$ cat config.mk
export PLATFORM = sky130hd
export DESIGN_NAME = ram_port_arbiter_flat
export DESIGN_NICKNAME = d
export VERILOG_FILES = /design/src/rtl/ram_arb_pkg.sv /design/src/rtl/ram_port_arbiter_if.sv /design/src/rtl/rr_arb2.sv /design/src/rtl/ram_port_arbiter.sv /design/src/flat_wrapper.sv
export SDC_FILE = /design/constraint.sdc
export NUM_CORES = 1
export LEC_CHECK = 0
export ABC_AREA = 1
export ABC_CLOCK_PERIOD_IN_PS = 1570
export CORE_MARGIN = 2
export CORE_UTILIZATION = 39
export CTS_CLUSTER_SIZE = 24
export DETAILED_ROUTE_END_ITERATION = 7
export PLACE_DENSITY = 0.89
export SLEW_MARGIN = 20
export SYNTH_ARGS = -nofsm -noshare
export SYNTH_HDL_FRONTEND = slang
export SYNTH_HIERARCHICAL = 1
export SYNTH_SLANG_ARGS = --single-unit
$ cat constraint.sdc
create_clock -name clk -period 1.57 [get_ports clk]
set_input_delay 0.3925 -clock clk [delete_from_list [all_inputs] [get_ports clk]]
set_output_delay 0.3925 -clock clk [all_outputs]
set_load 0.02 [all_outputs]
$ cat src/rtl/ram_arb_pkg.sv
// Shared encodings for the two-port RAM arbiter: FSM states and requester port IDs.
package ram_arb_pkg;

    typedef enum logic [1:0] {
        S_IDLE  = 2'd0,
        S_ISSUE = 2'd1,
        S_WAIT  = 2'd2,
        S_RESP  = 2'd3
    } arb_state_t;

    localparam logic PORT_ICACHE = 1'b0;
    localparam logic PORT_DCACHE = 1'b1;

endpackage

$ cat src/rtl/ram_port_arbiter_if.sv
// Bundle of both cache request ports, the controller-side request and arbiter status.
interface ram_port_arbiter_if #(
    parameter int ADDR_SIZE       = 13,
    parameter int CACHE_STR_WIDTH = 64
);
    logic                       req0_avalid;
    logic [ADDR_SIZE-1:0]       req0_addr;
    logic                       req0_rnw;
    logic [CACHE_STR_WIDTH-1:0] req0_wdata;
    logic                       req0_ack;

    logic                       req1_avalid;
    logic [ADDR_SIZE-1:0]       req1_addr;
    logic                       req1_rnw;
    logic [CACHE_STR_WIDTH-1:0] req1_wdata;
    logic                       req1_ack;

    logic                       ctrl_avalid;
    logic [ADDR_SIZE-1:0]       ctrl_addr;
    logic                       ctrl_rnw;
    logic [CACHE_STR_WIDTH-1:0] ctrl_wdata;
    logic                       ctrl_ack;

    logic                       grant_id;
    logic                       busy;
    logic                       timeout_err;

    // Arbiter side.
    modport slave (
        input  req0_avalid, req0_addr, req0_rnw, req0_wdata,
        output req0_ack,
        input  req1_avalid, req1_addr, req1_rnw, req1_wdata,
        output req1_ack,
        output ctrl_avalid, ctrl_addr, ctrl_rnw, ctrl_wdata,
        input  ctrl_ack,
        output grant_id, busy, timeout_err
    );

    // Environment side: caches plus interface controller.
    modport master (
        output req0_avalid, req0_addr, req0_rnw, req0_wdata,
        input  req0_ack,
        output req1_avalid, req1_addr, req1_rnw, req1_wdata,
        input  req1_ack,
        input  ctrl_avalid, ctrl_addr, ctrl_rnw, ctrl_wdata,
        output ctrl_ack,
        input  grant_id, busy, timeout_err
    );

endinterface

$ cat src/rtl/rr_arb2.sv
// Combinational two-way round-robin pick; a tie goes to the port that did not win last.
module rr_arb2
    import ram_arb_pkg::*;
(
    input  logic req0,
    input  logic req1,
    input  logic last_grant,
    output logic grant_valid,
    output logic grant_id
);

    always_comb begin
        grant_valid = req0 | req1;
        grant_id    = req1 ? PORT_DCACHE : PORT_ICACHE;
        if (req0 && req1)
            grant_id = ~last_grant;
    end

endmodule

$ cat src/rtl/ram_port_arbiter.sv
// Shares one cache-to-RAM controller between the I-cache (port 0) and D-cache (port 1).
// Optional watchdog on the controller wait is enabled with `define RAM_ARB_TIMEOUT_EN.
module ram_port_arbiter
    import ram_arb_pkg::*;
#(
    parameter int ADDR_SIZE       = 13,
    parameter int CACHE_STR_WIDTH = 64,
    parameter int TIMEOUT_CYCLES  = 255
) (
    input logic               clk,
    input logic               not_reset,
    ram_port_arbiter_if.slave bus
);

    if (TIMEOUT_CYCLES < 1 || TIMEOUT_CYCLES > 255) begin : g_bad_timeout
        $error("TIMEOUT_CYCLES must lie in 1..255");
    end

    arb_state_t                 state, state_nxt;
    logic                       last_grant, last_grant_nxt;
    logic [ADDR_SIZE-1:0]       addr, addr_nxt;
    logic                       rnw, rnw_nxt;
    logic [CACHE_STR_WIDTH-1:0] wdata, wdata_nxt;
    logic                       avalid, avalid_nxt;
    logic                       ack0, ack0_nxt;
    logic                       ack1, ack1_nxt;
    logic                       gid, gid_nxt;
    logic                       busy, busy_nxt;
    logic                       pick_valid, pick_id;

`ifdef RAM_ARB_TIMEOUT_EN
    localparam logic [7:0] TMO_LIMIT = 8'(TIMEOUT_CYCLES);
    logic [7:0] wait_cnt, wait_cnt_nxt;
    logic       tmo, tmo_nxt;
`endif

    rr_arb2 u_rr (
        .req0       (bus.req0_avalid),
        .req1       (bus.req1_avalid),
        .last_grant (last_grant),
        .grant_valid(pick_valid),
        .grant_id   (pick_id)
    );

    always_comb begin
        state_nxt      = state;
        last_grant_nxt = last_grant;
        addr_nxt       = addr;
        rnw_nxt        = rnw;
        wdata_nxt      = wdata;
        avalid_nxt     = 1'b0;
        ack0_nxt       = 1'b0;
        ack1_nxt       = 1'b0;
        gid_nxt        = gid;
        busy_nxt       = busy;
`ifdef RAM_ARB_TIMEOUT_EN
        wait_cnt_nxt   = wait_cnt;
        tmo_nxt        = 1'b0;
`endif
        case (state)
            S_IDLE: begin
                if (pick_valid) begin
                    state_nxt      = S_ISSUE;
                    gid_nxt        = pick_id;
                    last_grant_nxt = pick_id;
                    busy_nxt       = 1'b1;
                    avalid_nxt     = 1'b1;
                    addr_nxt       = pick_id ? bus.req1_addr  : bus.req0_addr;
                    rnw_nxt        = pick_id ? bus.req1_rnw   : bus.req0_rnw;
                    wdata_nxt      = pick_id ? bus.req1_wdata : bus.req0_wdata;
                end
            end
            S_ISSUE: begin
                state_nxt = S_WAIT;
`ifdef RAM_ARB_TIMEOUT_EN
                wait_cnt_nxt = 8'd0;
`endif
            end
            S_WAIT: begin
                if (bus.ctrl_ack) begin
                    state_nxt = S_RESP;
                    ack0_nxt  = (gid == PORT_ICACHE);
                    ack1_nxt  = (gid == PORT_DCACHE);
                end
`ifdef RAM_ARB_TIMEOUT_EN
                // S_WAIT lasts exactly TMO_LIMIT cycles when the controller never answers.
                else if (wait_cnt + 8'd1 == TMO_LIMIT) begin
                    state_nxt = S_RESP;
                    ack0_nxt  = (gid == PORT_ICACHE);
                    ack1_nxt  = (gid == PORT_DCACHE);
                    tmo_nxt   = 1'b1;
                end else begin
                    wait_cnt_nxt = wait_cnt + 8'd1;
                end
`endif
            end
            S_RESP: begin
                state_nxt = S_IDLE;
                busy_nxt  = 1'b0;
            end
            default: state_nxt = S_IDLE;
        endcase
    end

    always_ff @(posedge clk or negedge not_reset) begin
        if (!not_reset) begin
            state      <= S_IDLE;
            last_grant <= PORT_DCACHE;
            addr       <= '0;
            rnw        <= 1'b0;
            wdata      <= '0;
            avalid     <= 1'b0;
            ack0       <= 1'b0;
            ack1       <= 1'b0;
            gid        <= 1'b0;
            busy       <= 1'b0;
`ifdef RAM_ARB_TIMEOUT_EN
            wait_cnt   <= 8'd0;
            tmo        <= 1'b0;
`endif
        end else begin
            state      <= state_nxt;
            last_grant <= last_grant_nxt;
            addr       <= addr_nxt;
            rnw        <= rnw_nxt;
            wdata      <= wdata_nxt;
            avalid     <= avalid_nxt;
            ack0       <= ack0_nxt;
            ack1       <= ack1_nxt;
            gid        <= gid_nxt;
            busy       <= busy_nxt;
`ifdef RAM_ARB_TIMEOUT_EN
            wait_cnt   <= wait_cnt_nxt;
            tmo        <= tmo_nxt;
`endif
        end
    end

    assign bus.ctrl_avalid = avalid;
    assign bus.ctrl_addr   = addr;
    assign bus.ctrl_rnw    = rnw;
    assign bus.ctrl_wdata  = wdata;
    assign bus.req0_ack    = ack0;
    assign bus.req1_ack    = ack1;
    assign bus.grant_id    = gid;
    assign bus.busy        = busy;
`ifdef RAM_ARB_TIMEOUT_EN
    assign bus.timeout_err = tmo;
`else
    assign bus.timeout_err = 1'b0;
`endif

endmodule
$ cat src/flat_wrapper.sv
// flat-port wrapper written by rule: the top's interface ports become plain ports
module ram_port_arbiter_flat import ram_arb_pkg::*;
#(
    parameter int ADDR_SIZE       = 13,
    parameter int CACHE_STR_WIDTH = 64,
    parameter int TIMEOUT_CYCLES  = 255
)
  (clk, not_reset, bus_req0_avalid, bus_req0_addr, bus_req0_rnw, bus_req0_wdata, bus_req0_ack, bus_req1_avalid, bus_req1_addr, bus_req1_rnw, bus_req1_wdata, bus_req1_ack, bus_ctrl_avalid, bus_ctrl_addr, bus_ctrl_rnw, bus_ctrl_wdata, bus_ctrl_ack, bus_grant_id, bus_busy, bus_timeout_err);
  ram_port_arbiter_if #(.ADDR_SIZE(ADDR_SIZE), .CACHE_STR_WIDTH(CACHE_STR_WIDTH)) bus_i ();
  input logic clk;
  input logic not_reset;
  input wire logic [$bits(bus_i.req0_avalid)-1:0] bus_req0_avalid;
  input wire logic [$bits(bus_i.req0_addr)-1:0] bus_req0_addr;
  input wire logic [$bits(bus_i.req0_rnw)-1:0] bus_req0_rnw;
  input wire logic [$bits(bus_i.req0_wdata)-1:0] bus_req0_wdata;
  output wire logic [$bits(bus_i.req0_ack)-1:0] bus_req0_ack;
  input wire logic [$bits(bus_i.req1_avalid)-1:0] bus_req1_avalid;
  input wire logic [$bits(bus_i.req1_addr)-1:0] bus_req1_addr;
  input wire logic [$bits(bus_i.req1_rnw)-1:0] bus_req1_rnw;
  input wire logic [$bits(bus_i.req1_wdata)-1:0] bus_req1_wdata;
  output wire logic [$bits(bus_i.req1_ack)-1:0] bus_req1_ack;
  output wire logic [$bits(bus_i.ctrl_avalid)-1:0] bus_ctrl_avalid;
  output wire logic [$bits(bus_i.ctrl_addr)-1:0] bus_ctrl_addr;
  output wire logic [$bits(bus_i.ctrl_rnw)-1:0] bus_ctrl_rnw;
  output wire logic [$bits(bus_i.ctrl_wdata)-1:0] bus_ctrl_wdata;
  input wire logic [$bits(bus_i.ctrl_ack)-1:0] bus_ctrl_ack;
  output wire logic [$bits(bus_i.grant_id)-1:0] bus_grant_id;
  output wire logic [$bits(bus_i.busy)-1:0] bus_busy;
  output wire logic [$bits(bus_i.timeout_err)-1:0] bus_timeout_err;
  assign bus_i.req0_avalid = bus_req0_avalid;
  assign bus_i.req0_addr = bus_req0_addr;
  assign bus_i.req0_rnw = bus_req0_rnw;
  assign bus_i.req0_wdata = bus_req0_wdata;
  assign bus_req0_ack = bus_i.req0_ack;
  assign bus_i.req1_avalid = bus_req1_avalid;
  assign bus_i.req1_addr = bus_req1_addr;
  assign bus_i.req1_rnw = bus_req1_rnw;
  assign bus_i.req1_wdata = bus_req1_wdata;
  assign bus_req1_ack = bus_i.req1_ack;
  assign bus_ctrl_avalid = bus_i.ctrl_avalid;
  assign bus_ctrl_addr = bus_i.ctrl_addr;
  assign bus_ctrl_rnw = bus_i.ctrl_rnw;
  assign bus_ctrl_wdata = bus_i.ctrl_wdata;
  assign bus_i.ctrl_ack = bus_ctrl_ack;
  assign bus_grant_id = bus_i.grant_id;
  assign bus_busy = bus_i.busy;
  assign bus_timeout_err = bus_i.timeout_err;
  ram_port_arbiter #(.ADDR_SIZE(ADDR_SIZE), .CACHE_STR_WIDTH(CACHE_STR_WIDTH), .TIMEOUT_CYCLES(TIMEOUT_CYCLES)) u_core (.clk(clk), .not_reset(not_reset), .bus(bus_i));
endmodule
==> results by stage <==
Worst setup path:
- The critical path is of the reg2out type.
- In this run the number of cells on the critical path is 1.
- The gate family responsible for the most delay along the worst path is flip-flops.
- The type of origin of the critical path is a flop.
- The largest single stage delay on the critical path is 0.41 ns.
- The type of destination of the critical path is an output pin.
- The biggest fanout along the worst timing path is 2.
- The worst endpoint data arrival time is 1.08 ns.
- The count of buffering cells on the critical path with inverters included is 1.
- Setup slack on the worst reg-to-reg path comes out at 0.18 ns.
- The reg-to-reg endpoint is u_core/bus.grant_id.
- Data on the critical path is required at its endpoint by 1.18 ns.
- The slowest cell on the critical path is sky130_fd_sc_hd__dfrtp_1.
- The number of cells traversed by the worst register-to-register path is 7.
- The startpoint identified for the worst register-to-register timing path is u_core/state[0].
- Walking the worst path, the cells encountered are dlygate4sd2_1.

Timing:
- The count of pins over their slew limit is 0.
- Clock skew on the completed layout was measured at 0.00938 ns.
- The setup violation total in the final timing report is 0.
- The clock period minus worst slack is 1.47 ns.
- Setup repair after global routing left no endpoint under its margin.
- Static timing analysis puts the maximum clock frequency at 681 MHz.
- The share of the clock period used by the worst path after layout is 93.5%.
- The number of failing hold endpoints at the final stage was 0.
- Adding up every negative setup slack in the final design gives 0 ns.

Yosys:
- Counting every net in the synthesized netlist gives 792.
- After technology mapping, the gate count stands at 627.
- The share of synthesized cell area in full adder, half adder and majority cells is 1.17%.
- The cell area after synthesis is 4300 um^2.
- Each instance of the synthesized netlist takes up on average 6.85 um^2.
- The portion of synthesized area spent on multiplexers is 0%.
- Sequential elements use 50.1% of the synthesized area.
- After Yosys synthesis, XOR and XNOR cells account for 0% of the synthesized area.
- After Yosys synthesis, and, or, nand and nor cells account for 42.9% of the synthesized area.
- The largest family of logic cells by synthesized area is simple AND/OR/NAND/NOR gates.
- The synthesized netlist devotes 0.233% of its cell area to compound gates.
- The number of different library cells in the post-synthesis netlist is 17.
- The synthesized design contains 86 register bits.
- The number of warnings reported in the yosys synthesis log is 6.

Floorplanning:
- The floorplan step set the die height to 109 um.
- The number of I/O pins is 245.
- The total area inside the core boundary comes to 10800 um^2.
- The die covers 11900 um^2.
- The number of standard-cell rows in the floorplan is 38.
- The die boundary width is 109 um.
- The initial core utilization is 39.8%.

Cells and area:
- The number of diodes is 0.
- The final layout contains 1031 nets.
- The signed area change from the synthesized netlist to the final layout is 65.3%.
- The share of final-layout standard cells stronger than drive strength 1 is 4.36%.
- The final cell utilization of the core is 65.8%.

Detailed routing:
- The routed layout has 4546 vias.
- The average detailed-routed wire length per instance is 12.6 um.
- Before antenna repair, the detailed router went through 4 iterations.
- The first-iteration detailed-routing DRC count is 174.
- In the routed layout, each cell is associated on average with a via count of 4.50.
- In this run the remaining antenna-violating nets after routing total 0.
- Wires add up to 12700 um.
- The count of unresolved DRC violations after routing is 0.

Worst hold path:
- In this run the worst hold path is classified as in2async.

Run status:
- The run finished with clean final reports.

CTS:
- No sink is reached through more buffers than the 2 on the longest clock path.
- The H-tree was split into 3 levels.
- Counting the buffers created by CTS gives 9.
- At the later pin of the worst-skew pair, clock insertion delay measures 0.34 ns.
- After clock tree synthesis, the setup repair step added 0 buffers.
- TritonCTS built the clock tree.
- The clock drives 86 sinks.
- After clock tree synthesis, the flow added hold-fix buffers numbering 0.
- The master cell of the clock root buffer is sky130_fd_sc_hd__clkbuf_8.
- After clock tree synthesis, the clock-pin slew on the worst setup and hold paths is 0.09 ns.

Global route:
- The largest net degree at the start of global routing is 87.
- Global routing finished with a remaining overflow of 0.
- The number of global-route vias before repair is 4355.
- The initial antenna violation count is 0.
- The global-route wire length before repair is 20200 um.
- The combined global-route utilization of all metal layers is 21.8%.

Placed design:
- Once detailed placement completed, the half-perimeter wirelength came to 9560 um.
- Buffers placed on the I/O ports in this run total 243.
- The weighted congestion reported at the end of routability-driven placement is 0.820.

Power:
- In this run the static leakage power is 3.96 nW.
- The maximum vdd ir drop is 774 uV.
- For this design the ratio of total power to cell area is 1620 nW/um^2.

Job:
- Across the run, the number of max-cap violations was 0.
cell usage in the layout, fill, tap and decap left out, drive strengths merged:
| cell type | count |
|---|---|
| bufinv | 2 |
| conb | 1 |
| ha | 4 |
| nand2 | 483 |
| nor3 | 2 |
| dlygate4sd2 | 83 |
| clkdlybuf4s50 | 159 |
| clkbuf | 13 |
| or2 | 1 |
| inv | 12 |
| buf | 20 |
| a21oi | 1 |
| dfrtp | 85 |
| o21ai | 1 |
| nand3 | 2 |
| dfstp | 1 |
| clkinvlp | 1 |
final cells by class:
type | count | area (um^2)
Clock buffer | 13 | 149
Inverter | 12 | 45.0
Timing Repair Buffer | 262 | 2590
Sequential cell | 86 | 2150
Fill cell | 931 | 3690
Tap cell | 140 | 175
Multi-Input combinational cell | 495 | 1920
Clock inverter | 3 | 67.6
cells by family after synthesis:
logic type / after synthesis
buffers and inverters: 46
other: 1
AOI/OAI and AO/OA: 2
and+or+nand+nor: 488
DFF: 86
adders and majority gates: 4
Yosys cell counts (all sizes together):
cell    number  area share, %
buf         28            3.9
conb         1          0.087
a21oi        1           0.12
nand2      483             42
o21ai        1           0.12
inv         12            1.0
or2          1           0.15
ha           4            1.2
nand3        2           0.23
nor3         2           0.23
clkbuf       6           0.52
dfrtp       85             50
dfstp        1           0.61
state kept, by name, summed over array words and instances, names as in the netlist:
signal,count
u_core/bus.ctrl_wdata,64
u_core/bus.ctrl_addr,13
u_core/state,2
u_core/bus.busy,1
u_core/bus.ctrl_avalid,1
u_core/bus.ctrl_rnw,1
u_core/bus.grant_id,1
u_core/bus.req0_ack,1
u_core/bus.req1_ack,1
u_core/last_grant,1
power breakdown:
part	internal [mW]	total [mW]	switching, mW	leakage, nW
Clock	0.944	1.70	0.755	0.104
Combinational	2.45	6.06	3.60	2.79
Sequential	3.25	3.77	0.516	1.08
worst max-delay path by stage:
| stage | startpoint | end | slack (ns) |
|---|---|---|---|
| CTS | u_core/bus.ctrl_addr[12] | bus_ctrl_addr[12] | 0.08 |
| finish | u_core/bus.ctrl_addr[12] | bus_ctrl_addr[12] | 0.10 |
| global route | u_core/bus.grant_id | bus_grant_id | 0.03 |
| floorplan | u_core/last_grant | u_core/bus.ctrl_wdata[36] | 0.26 |
| detailed placement | bus_req1_avalid | u_core/bus.ctrl_wdata[13] | -0.24 |
| global placement | bus_req1_avalid | u_core/bus.ctrl_wdata[37] | -0.21 |
layer usage:
metal / vias to the layer above / GRT usage (%) / routed length [um]
li1: 2335 / - / -
met1: 2035 / 25.4 / 5130
met2: 155 / 38.0 / 6220
met3: 21 / 5.74 / 1080
met4: 0 / 8.61 / 293
met5: - / 0 / 0
per-stage QoR:
stage                     hold WS [ns]  cells  setup slack (ns)  cell area (um^2)  total power, mW
after global routing            0.0864   1011            0.0279              7100             12.5
final                           0.0670   1011             0.102              7100             11.5
after global placement           0.445    995            -0.206              6990             10.5
after CTS                       0.0861   1011            0.0811              7100             11.7
after detailed placement         0.464    995            -0.240              6990             10.6
after floorplan                 0.0969    627             0.264              4300             7.18
timing repair:
item | in CTS | in global routing
hold endpoints to repair | 0 | 0
setup endpoints to repair | 83 | 0
resized for setup | 83 | 0
No activity file was read; power rests on OpenSTA's default activity.
